`config.mk`:
```
export PLATFORM = sky130hd
export DESIGN_NAME = ec_probe_driver
export DESIGN_NICKNAME = d
export VERILOG_FILES = /design/src/rtl/ec_probe_driver.sv
export SDC_FILE = /design/constraint.sdc
export NUM_CORES = 1
export LEC_CHECK = 0
export CORE_ASPECT_RATIO = 1.5
export CORE_MARGIN = 4
export CORE_UTILIZATION = 55
export CTS_CLUSTER_SIZE = 25
export DETAILED_ROUTE_END_ITERATION = 12
export MAX_ROUTING_LAYER = met4
export PLACE_DENSITY = 0.87
export RECOVER_POWER = 50
export REMOVE_ABC_BUFFERS = 1
export SETUP_SLACK_MARGIN = 0.3
export SLEW_MARGIN = 20
export SYNTH_ARGS = -nofsm -noshare
export SYNTH_HDL_FRONTEND = slang
export SYNTH_SLANG_ARGS = --single-unit
```
`constraint.sdc`:
```
create_clock -name clk -period 3.86 [get_ports clk]
set_clock_uncertainty 0.1 [all_clocks]
set_input_delay 0.772 -clock clk [delete_from_list [all_inputs] [get_ports clk]]
set_output_delay 0.772 -clock clk [all_outputs]
set_load 0.02 [all_outputs]
```
`src/rtl/ec_probe_driver.sv`:
```
// ec_probe_driver: AC excitation sequencer for the EC probe H-bridge.
// It alternates the bridge polarity, inserts dead time between the drive
// phases, and strobes the ADC at a fixed offset inside each drive phase.
// Optional feature macro: EC_SAMPLE_COUNT_EN enables the 16-bit strobe counter.
// When the macro is undefined, sample_count is tied to 0.
module ec_probe_driver #(
  parameter int HALF_PERIOD   = 500,
  parameter int DEAD_TIME     = 10,
  parameter int SAMPLE_OFFSET = 400,
  parameter int BURST_CYCLES  = 4
) (
  input  logic        clk,
  input  logic        rst,
  input  logic [1:0]  mode,
  output logic        probe_a,
  output logic        probe_b,
  output logic        adc_sample,
  output logic        adc_pol,
  output logic        busy,
  output logic        done,
  output logic [15:0] sample_count
);

  localparam int CNT_MAX = (HALF_PERIOD > DEAD_TIME) ? HALF_PERIOD : DEAD_TIME;
  localparam int CW      = (CNT_MAX > 1) ? $clog2(CNT_MAX) : 1;
  localparam int PW      = (BURST_CYCLES > 1) ? $clog2(BURST_CYCLES) : 1;

  localparam logic [CW-1:0] HP_LAST = CW'(HALF_PERIOD - 1);
  localparam logic [CW-1:0] DT_LAST = CW'(DEAD_TIME - 1);
  localparam logic [CW-1:0] SMP_AT  = CW'(SAMPLE_OFFSET);

  typedef enum logic [2:0] {
    IDLE      = 3'd0,
    DRIVE_POS = 3'd1,
    DEAD_1    = 3'd2,
    DRIVE_NEG = 3'd3,
    DEAD_2    = 3'd4
  } state_e;

  state_e          state_q, state_d;
  logic [CW-1:0]   cnt_q, cnt_d;
  logic [PW-1:0]   period_q, period_d;
  logic            cont_q, cont_d;
  logic [1:0]      mode_q;
  logic            done_d, smp_d, pol_d;
  logic [31:0]     per_nxt;

  logic probe_a_q, probe_b_q, adc_sample_q, adc_pol_q, busy_q, done_q;

  assign per_nxt = 32'(period_q) + 32'd1;

  // Next-state logic: phase sequencing and end-of-period run decision.
  always_comb begin
    state_d  = state_q;
    cnt_d    = cnt_q + 1'b1;
    period_d = period_q;
    cont_d   = cont_q;
    done_d   = 1'b0;
    case (state_q)
      IDLE: begin
        cnt_d = '0;
        if (mode == 2'b10 || (mode == 2'b01 && mode_q != 2'b01)) begin
          state_d  = DRIVE_POS;
          period_d = '0;
          cont_d   = (mode == 2'b10);
        end
      end
      DRIVE_POS: if (cnt_q == HP_LAST) begin state_d = DEAD_1;    cnt_d = '0; end
      DEAD_1:    if (cnt_q == DT_LAST) begin state_d = DRIVE_NEG; cnt_d = '0; end
      DRIVE_NEG: if (cnt_q == HP_LAST) begin state_d = DEAD_2;    cnt_d = '0; end
      DEAD_2: begin
        if (cnt_q == DT_LAST) begin
          cnt_d = '0;
          // Only exit point to IDLE, so every started period is completed.
          if (mode == 2'b10) begin
            state_d  = DRIVE_POS;
            cont_d   = 1'b1;
            period_d = '0;
          end else if (!cont_q && per_nxt < BURST_CYCLES) begin
            state_d  = DRIVE_POS;
            period_d = period_q + 1'b1;
          end else begin
            state_d = IDLE;
            done_d  = !cont_q;
          end
        end
      end
      default: begin
        state_d = IDLE;
        cnt_d   = '0;
      end
    endcase
  end

  // Strobe decode on next state, so the registered strobe lines up with its phase cycle.
  always_comb begin
    smp_d = 1'b0;
    pol_d = adc_pol_q;
    if ((state_d == DRIVE_POS || state_d == DRIVE_NEG) && cnt_d == SMP_AT) begin
      smp_d = 1'b1;
      pol_d = (state_d == DRIVE_NEG);
    end
  end

  // Sequencer state registers.
  always_ff @(posedge clk or posedge rst) begin
    if (rst) begin
      state_q  <= IDLE;
      cnt_q    <= '0;
      period_q <= '0;
      cont_q   <= 1'b0;
      mode_q   <= 2'b00;
    end else begin
      state_q  <= state_d;
      cnt_q    <= cnt_d;
      period_q <= period_d;
      cont_q   <= cont_d;
      mode_q   <= mode;
    end
  end

  // Registered outputs; legs derive from a single state so they are mutually exclusive.
  always_ff @(posedge clk or posedge rst) begin
    if (rst) begin
      probe_a_q    <= 1'b0;
      probe_b_q    <= 1'b0;
      adc_sample_q <= 1'b0;
      adc_pol_q    <= 1'b0;
      busy_q       <= 1'b0;
      done_q       <= 1'b0;
    end else begin
      probe_a_q    <= (state_d == DRIVE_POS);
      probe_b_q    <= (state_d == DRIVE_NEG);
      adc_sample_q <= smp_d;
      adc_pol_q    <= pol_d;
      busy_q       <= (state_d != IDLE);
      done_q       <= done_d;
    end
  end

  assign probe_a    = probe_a_q;
  assign probe_b    = probe_b_q;
  assign adc_sample = adc_sample_q;
  assign adc_pol    = adc_pol_q;
  assign busy       = busy_q;
  assign done       = done_q;

`ifdef EC_SAMPLE_COUNT_EN
  logic        run_start;
  logic [15:0] scnt_q;

  assign run_start = (state_q == IDLE) && (state_d == DRIVE_POS);

  // Strobe counter: restarts with each new run, wraps at 16 bits.
  always_ff @(posedge clk or posedge rst) begin
    if (rst)               scnt_q <= '0;
    else if (run_start)    scnt_q <= '0;
    else if (adc_sample_q) scnt_q <= scnt_q + 16'd1;
  end

  assign sample_count = scnt_q;
`else
  assign sample_count = 16'd0;
`endif

endmodule

```
After elaboration in Yosys (flattened, before gate mapping). Cells that the tools add are included.

Reduce and logical (&&, ||, !) cells: 13. Equal/unequal tests: 16. Multiplexer cells: 25. Add/subtract/negate cells: 3. $lt $le $gt $ge: 1.

Operator list (count): 9-bit equality test (second input constant) (2); 9-bit two-way mux (2); 9-bit case mux with 2 select lines (1); 3-bit two-way mux (5); 3-bit case mux with 5 select lines (1); 1-bit two-way mux (10); 9-bit by 1-bit adder with 9-bit output (second input constant) (1); 3-bit by 2-bit equality test with 1-bit output (second input constant) (3); 9-bit by 4-bit equality test with 1-bit output (second input constant) (1); 2-bit two-way mux (4); 4-bit AND reduction (2); 3-bit by 1-bit equality test with 1-bit output (second input constant) (2); 2-bit != test (second input constant) (3); 2-bit case mux with 2 select lines (1); 2-bit OR reduction (2); 2-bit by 1-bit adder with 3-bit output (second input constant) (1); 3-bit equality test (second input constant) (1); 1-bit logical AND (3); 3-bit logical NOT (1); 3-bit less-than comparator (second input constant) (1); 3-bit != test (second input constant) (1); 3-bit nonzero test (1); 2-bit by 1-bit adder with 2-bit output (second input constant) (1); 2-bit by 1-bit equality test with 1-bit output (second input constant) (1); other kinds (6) (7).

Register bits after elaboration: 23. Word-level logic and storage cells: 69. Input bits: 4. Output and inout bits: 22.

Longest topological paths before layout. Gate-level depths: netlist (run 1).

Word-level depth: 11. Depth in mapped cells: 7. Mapped depth without buffers: 7.

Worst setup path before layout (run 1). Ideal clock, no wire load.

Path type: register to register. Start: register cnt_q[0]. End: register adc_pol_q, in the netlist adc_pol. Arrival: 1.802 ns. Path buffers: 1. Data required time: 3.635 ns. Setup slack: 1.832 ns. Setup time: 0.125 ns. Period minus slack after synthesis: 2.028 ns. Stages on the path, launching flop included: 8. Cells stage by stage: dfrtp_1 ha_1 buf_6 nor4bb_4 and2_4 nor3b_4 o2111a_2 mux2_4.

Cells in the longest elaborated chain, start to end: 6. Elaborated cells on any way between the ends: 16. Those cells by class: add/sub: 1; eq/ne: 5; mux: 8; reduce/logical: 2.

RTL lines: start, declared (RTL line 41) `logic [CW-1:0] cnt_q, cnt_d;`; start signal, assigned (RTL line 115) `cnt_q <= cnt_d;`; branches (longest 6 deep; another with 9-bit by 1-bit adder with 9-bit output); end signal, assigned (RTL line 135) `adc_pol_q <= pol_d;`; end, declared (RTL line 48) `logic probe_a_q, probe_b_q, adc_sample_q, adc_pol_q, busy_q, done_q;`.

Parallel ways; which one is timed is not known. A chain may end at the register's enable or synchronous reset.

Final worst setup path (run 1).
Start: input port mode[1]. End: register probe_b_q, in the netlist probe_b.

Cells in the longest elaborated chain, start to end: 6. Elaborated cells on any way between the ends: 9. Those cells by class: eq/ne: 3; mux: 4; reduce/logical: 2.

RTL lines: start, declared (RTL line 14) `input logic [1:0] mode,`; 2-bit by 1-bit equality test with 1-bit output (RTL line 62) `if (mode == 2'b10 || (mode == 2'b01 && mode_q != 2'b01)) begin`; 1-bit logical AND (RTL line 62); 1-bit logical OR (RTL line 62); 3-bit two-way mux (RTL line 62); 3-bit case mux with 5 select lines * (RTL line 59) `case (state_q)`; 3-bit by 2-bit equality test with 1-bit output * (RTL line 133) `probe_b_q <= (state_d == DRIVE_NEG);`; end signal, assigned (RTL line 133); end, declared (RTL line 48).

Mark *: on every way between the ends. The rest lies on a longest branch, timed or not.

==> results of run 1 <==
[cells in the final DEF (no fill, tap or decap), drive strengths merged, types with 2 or more instances in the layout]
cell,instances
a21oi,5
clkbuf,3
clkdlybuf4s50,6
conb,16
dfrtp,23
dlygate4sd3,3
ha,3
inv,4
mux2,3
nand2,6
nand2b,3
nand3,7
nor2,22
nor3b,3
nor4b,3
o21ai,2
xnor2,6
xor2,6
[worst reg2reg max path: stages (launching register included)]
cell      delay (ns)
dfrtp_1         0.43
ha_1            0.33
nor4bb_1        0.46
and2_4          0.24
nor3b_4         0.06
o2111a_2        0.20
mux2_4          0.29
[synthesized netlist by cell type (2+ instances only)]
cell / number / area (um2)
ha_1: 3 / 37.54
mux2_1: 2 / 22.52
xnor2_1: 6 / 52.55
nand2_1: 6 / 22.52
nor4b_1: 3 / 26.28
xor2_1: 6 / 52.55
inv_1: 4 / 15.01
buf_6: 5 / 56.30
dfrtp_1: 23 / 575.6
nand3_1: 6 / 30.03
nor3b_1: 2 / 15.01
nor2_1: 22 / 82.58
nand2b_1: 3 / 18.77
a21oi_1: 4 / 20.02
buf_4: 16 / 120.1
[cells by family (layout without fill, tap and decap cells)]
group	Yosys count	after routing	synth area share, %
xor+xnor	12	12	7.581
other cells	1	16	0.2705
mux	4	4	3.429
fa+ha+maj	3	3	2.708
flops	23	23	41.52
compound gates	13	13	6.679
simple gates	54	54	23.74
buf+inv	26	17	14.08
[power by group]
| part | internal (mW) | switching, mW | leakage [nW] |
|---|---|---|---|
| registers | 0.273 | 0.0549 | 0.297 |
| clock network | 0.0386 | 0.0670 | 0.0177 |
| logic | 0.0702 | 0.0896 | 0.292 |
[state kept, by name, summed over array words and instances (netlist names)]
name and cells:
period_q 2, adc_pol 1, probe_b 1, probe_a 1
cnt_q 9, state_q 3, mode_q 2, busy 1
done 1, adc_sample 1, cont_q 1
[per-layer routing]
layer  up-vias  part of all wire [%]  global-route usage (%)
met5         -                     0                       -
met4         0                   1.5                   6.287
met3         2                   2.1                   1.290
met2        10                    57                   25.58
met1       426                    39                   15.53
li1        436                     -                       -
[final timing paths]
kind,end,slack [ns]
worst max-delay path,probe_b,1.43
worst min-delay path,done,0.41
worst max register to register,adc_pol,1.65
worst min register to register,done,0.41
max in group asynchronous,period_q[0],2.19
min in group asynchronous,mode_q[0],0.96
[layout make-up]
type | count | share of cell area, %
Multi-Input combinational cell | 102 | 47.09
Sequential cell | 23 | 41.26
Timing Repair Buffer | 9 | 6.457
Tap cell | 24 | 2.152
Clock buffer | 3 | 1.614
Inverter | 4 | 1.076
Clock inverter | 1 | 0.3587
[per-stage QoR]
step,area (um2),total power [mW],instances,hold WS [ns]
final,1395,0.5937,166,0.4144
after global routing,1395,0.6327,166,0.4400
after CTS,1410,0.6079,166,0.4091
after detailed placement,1383,0.5012,162,0.3897
after global placement,1383,0.4939,162,0.3748
after floorplan,1262,0.4591,129,0.3581
==> impl_summary.md, run 1 <==
Synth
The count of distinct cell types in the synthesized netlist is 40. The instance count of the mapped netlist is 136. The Yosys step of the flow raised 0 warnings. A synthesized cell averages 10.19 um2. The area of the mapped netlist is 1386 um2. The flip-flop and latch count after synthesis is 23.

Of all flip-flops after synthesis, the portion carrying an async set or reset was 100.0%. The part of the Yosys area used for sequential elements is 41.52%. The number of enable-type register cells in the synthesized netlist is 0.

The primary flip-flop cell chosen by synthesis mapping is dfrtp_1.

STA
After layout, the worst setup slack is 1.426 ns. Setup violations remaining at the end of the flow were counted as 0. The share of the clock period used by the worst path is 63.06%. The worst path in the final design needs a cycle of 2.434 ns, including I/O delays and setup. After routing, the total negative slack on setup checks comes to 0 ns. The maximum clock rate is 0.4108 GHz. The actual transition at the worst max-transition pin is 0.8269 ns.

Setup repair after global routing left no endpoint under its margin. In this run the tightest slew margin relative to its limit is between 40% and 50%. The count of endpoints failing hold in the final timing report came to 0.

The number of slew-limit violations in the final report was 0.

Place
The number of buffers added on ports is 9. The placed wire-length estimate is 1706 um. The congestion estimate from routability-driven global placement came to 0.8653. Prior to clock tree synthesis, the placed netlist has a worst setup slack of 1.218 ns.

Hold path
The beginning of the worst hold path is cont_q. The path class of the tightest hold or removal check is flop to flop. Counting instances, the worst hold path has a depth of 1.

Drt
The total wirelength of the detailed-routed design is approximately 2200 um. Dividing the detail-routed wire length by the instance count gives 12.96 um. The number of DRC markers in iteration 0 is 13. The number of remaining DRC errors is 0. After detailed routing, the number of vias per cell comes to 5.265. The final antenna-violating net count is 0. The detailed router placed 874 vias in this run.

The pre-antenna-repair detailed-routing pass consisted of 4 iterations.

Power and ir drop
The power density over the cells is 425.5 nW/um2. VDD sags by at most between 0.2 and 0.25 mV. In this run the static leakage power is between 0.6 and 0.7 nW.

Die
The horizontal extent of the die is around 50 um. The vertical extent of the die is roughly 70 um. The count of pins on the block boundary is 26. The floorplan step defined a die boundary enclosing around 3400 um2. The core footprint is around 2400 um2. The row count is 22. The initial cell density of the core is 57.23%.

GRT
The largest net degree at the start of global routing is 24. The total overflow left after global routing is 0. The number of global-route vias before repair is 889. The initial antenna violation count came to 0. The global router's overall resource usage is 14.27%.

The global-route wire length before repair is 3877 um.

CTS
The number of hold-repair buffers added at the cts stage is 0. The H-tree depth reported by CTS is 1. The number of resized instances in the post-cts repair step is 0. The number of buffers inserted to repair setup after CTS is 0. The post-CTS clock slew at the launch and capture registers of the worst setup and hold paths is 0.12 ns.

The clock passes through at most 2 buffers. The number of buffers added by the clock tree synthesis step is 3. The worst-skew pair later-pin latency is ~0.30 ns. The CTS tree is yes. The clock root buffer is clkbuf_4. The number of clock sinks is 23.

Final layout
Summing all multi-input logic gate instances after layout gives 656.9 um2. Across the whole layout, storage elements account for about 580 um2. The fraction of final layout cells sized beyond drive strength 1 is 9.155%. Fill cells in the final layout number 207. The final layout contains 150 nets. The area added between synthesis and finish is 0.6319%. 0 antenna diodes ended up in the layout. The fraction of the core area covered by cells at the end of the flow is 57.59%.

Critical path
The kind of cell with the highest combined delay along the critical path is compound AO/OA/AOI/OAI gates. The worst setup path is launched from a primary input. The critical path goes through dlygate4sd3_1, nand3b_1, a2111oi_0, a211oi_2, nor3_1. At the worst endpoint, the required time is 3.98 ns. The type of element capturing the critical path is a flop. At the worst endpoint, the arrival time is roughly 2.6 ns. The cell count along the critical path is 5. On the critical path, the stage with the largest delay is an instance of a2111oi_0. The category of the critical setup timing path is primary input to flop. Measured in cells, the most critical reg-to-reg path has a length of 6. The worst setup path startpoint is mode[1]. The maximum cell stage delay along the critical path is 0.64 ns. The peak fanout along the critical path is 4. The startpoint of the most critical register-to-register path is cnt_q[0]. The buffers plus inverters on the worst setup path is 1.

Outcome
The flow ran to the end, and the final reports show no timing, DRC or antenna violations.

Run
The count of max-cap constraint violations is 0.
Power figures use the tool's default switching activity.
==> run 2, diff against run 1 <==
- CORE_UTILIZATION: 55 -> 51
- PLACE_DENSITY: 0.87 -> 0.81
- clock period: 3.86 -> 2.45 ns (I/O delays scaled with it)
==> impl_summary.md, run 2 (synthesized netlist as in run 1, its figures left out) <==
STA
The relative max-transition margin is 16.47% (-28 points). The sum of negative setup slack is 0 ns (unchanged). Timing would allow up to 0.4865 GHz.

The number of slew-limit violations in the final report is 0 (unchanged). Setup repair after global routing left no endpoint under its margin. Of the available clock period, the critical path in the final layout requires 83.89%. After layout, the minimum clock period comes to 2.055 ns. The count of endpoints failing hold in the final timing report is 0 (unchanged). The number of endpoints failing setup at the final stage is 0 (unchanged). The actual transition at the worst max-transition pin came to 1.253 ns (+0.4261 ns).

Critical path
The peak fanout along the critical path is 5 (+1). The length in cells of the worst reg-to-reg path is 6 (unchanged). The cell count along the critical path is 6 (+1).

The startpoint of the most critical register-to-register path is cnt_q[0]. The worst setup path is launched from a flop. STA classifies the critical path endpoint as a flop.

The data arrival time of the critical path was 2.17 ns (-0.38 ns). For this design, the slowest cell found on the critical path is dfrtp_1. The maximum cell stage delay along the critical path is 0.45 ns (-0.19 ns). The worst setup path is of the flop to flop kind.

The buffers plus inverters on the worst setup path is 0 (-1). The data required time of the worst path is 2.56 ns (-1.42 ns). The critical path goes through ha_1, nor4bb_4, and2_4, nor3b_4, o2111a_2, mux2_4.

The slack of the worst reg-to-reg path is 0.39 ns (-1.26 ns). Broken down by cell family, the worst path's largest delay share belongs to simple AND/OR/NAND/NOR gates. The worst register-to-register path ends at adc_pol.

Final layout
The total number of nets in the final design is 153 (+2.0%). The number of inserted diodes is 0 (unchanged). The number of flip-flops under the largest register name is 9 (unchanged).

The library cell used most frequently in the layout, excluding fill and tap cells, is dfrtp_1. The top cell types in the final layout, fill and taps aside, are dfrtp_1, nor2_1, conb_1. The fraction of final layout cells sized beyond drive strength 1 is 11.03% (+1.9 points). The largest register by flop count is cnt_q. The largest registers in the layout are cnt_q: 9 flops, state_q: 3 flops. The area added between synthesis and finish is 4.151%.

Power and ir drop
The switching power of the nets is 0.3540 mW (+67%). The register share of total power came to 54.3% (-1.0 points). The internal power component is 0.6158 mW (+61%). The maximum VDD drop is 0.4657 mV (+98%).

The power density over the cells is 671.7 nW/um2 (+58%). The combinational fraction of design power is 27.9% (+1.0 points). The switching power as a share of total power is 36.50% (+0.87 points).

The leakage power is 0.6209 nW (+2.4%). The share of power burned in the clock network is 17.8% (about the same). The total design power is 0.9698 mW (+63%).

Hold path
The capture endpoint of the worst hold path is done. The hold path depth is 1 (unchanged). In this run the most critical hold path is launched from cont_q. The min-delay analysis places its worst path in the category flop to flop.

CTS
The number of buffers added by the clock tree synthesis step is 3 (unchanged). The number of clock sinks is 23 (unchanged). The number of resized instances in the post-cts repair step is 0 (unchanged). The CTS tree is yes. The worst-skew pair later-pin latency is 0.31 ns (about the same). The post-CTS clock slew at the launch and capture registers of the worst setup and hold paths was 0.12 ns (about the same). The number of hold-repair buffers added at the cts stage was 0 (unchanged). The maximum count of clock buffers along a single path came to 2 (unchanged). The number of buffers inserted to repair setup after CTS is 0 (unchanged).

The cell sitting at the root of the clock tree is a clkbuf_4. The H-tree depth reported by CTS was 1 (unchanged).

Die
The initial cell density of the core was 54.74% (-2.5 points). The row count is 22 (unchanged). The horizontal extent of the die is 50.57 um (+3.2%). The core footprint is 2532 um2 (+4.5%). The total die area is 3634 um2 (+6.7%). The vertical extent of the die is 71.86 um (+3.4%). The count of pins on the block boundary is 26 (unchanged).

Drt
The detailed-router iteration count before antenna repair was 4 (unchanged). The number of remaining DRC errors is 0 (unchanged). The number of DRC markers in iteration 0 is 23 (+10). The routed wire length per instance is 12.75 um (-1.6%). The routed via count is 881 (+0.80%). The via count normalized by instance count is 4.867 (-7.6%). The final antenna-violating net count came to 0 (unchanged). The total wirelength of the detailed-routed design is 2308 um (+7.2%).

Outcome
The run finished with clean final reports.

Place
The placed wire-length estimate is 1775 um (+4.1%). The weighted congestion reported at the end of routability-driven placement came to 0.8760 (+1.2%). The number of buffers added on ports is 9 (unchanged).

GRT
The global-route wire length before repair came to 4160 um (+7.3%). The global router's overall resource usage is 14.94% (+0.68 points). The global route total overflow is 0 (unchanged).

The number of global-route vias before repair was 971 (+9.2%). The initial antenna violation count came to 0 (unchanged). The largest net degree at the start of global routing is 24 (unchanged).

Run
The count of max-cap constraint violations is 0 (unchanged).
==> run 2: cell types whose count changed in the layout (fill, tap and decap cells not counted) <==
cell      change
buf_4         +2
clkbuf_1      +1
nor4bb_1      -1
nor4bb_4      +1
==> run 2: worst max path at each step <==
stage	slack, ns	end	startpoint
4_1_cts	0.39	adc_pol	cnt_q[0]
6_report	0.39	adc_pol	cnt_q[0]
3_5_place_dp	0.27	busy	mode[0]
3_3_place_gp	0.32	probe_b	mode[0]
5_1_grt	0.31	adc_pol	cnt_q[0]
2_1_floorplan	0.43	adc_pol	cnt_q[0]
==> run 2: metal layers <==
metal  vias up  wire length (um)  part of all wire (%)  GRT usage, %
met5         -                 0                     0             -
met4         0                34                   1.5         6.287
met3         6                33                   1.4         1.871
met2         9              1351                    59         26.74
met1       427               889                    39         16.36
li1        439                 -                     -             -
==> run 2: area by class of cell <==
cell class                      count  area, um2
Fill cell                         231       1089
Sequential cell                    23      575.6
Multi-Input combinational cell    102      671.9
Clock buffer                        3      22.52
Tap cell                           36      45.04
Inverter                            4      15.01
Clock inverter                      1      5.005
Timing Repair Buffer               12      108.9
==> run 2: power groups by stage <==
stage / combinational, mW / sequential (mW) / clock (mW)
floorplan: 0.203 / 0.520 / 0
global placement: 0.265 / 0.527 / 0
detailed placement: 0.274 / 0.533 / 0
CTS: 0.274 / 0.526 / 0.182
global route: 0.304 / 0.540 / 0.198
finish: 0.270 / 0.526 / 0.173
==> run 2: stage by stage <==
step | setup slack [ns] | std cells | util [%] | hold slack (ns) | cell area (um2)
6_report | 0.3947 | 181 | 57.02 | 0.4110 | 1444
3_5_place_dp | 0.2737 | 177 | 56.08 | 0.3861 | 1420
2_1_floorplan | 0.4257 | 129 | - | 0.3581 | 1262
3_3_place_gp | 0.3166 | 177 | 56.08 | 0.3804 | 1420
5_1_grt | 0.3142 | 181 | 57.02 | 0.4316 | 1444
4_1_cts | 0.3883 | 181 | 57.16 | 0.4048 | 1448
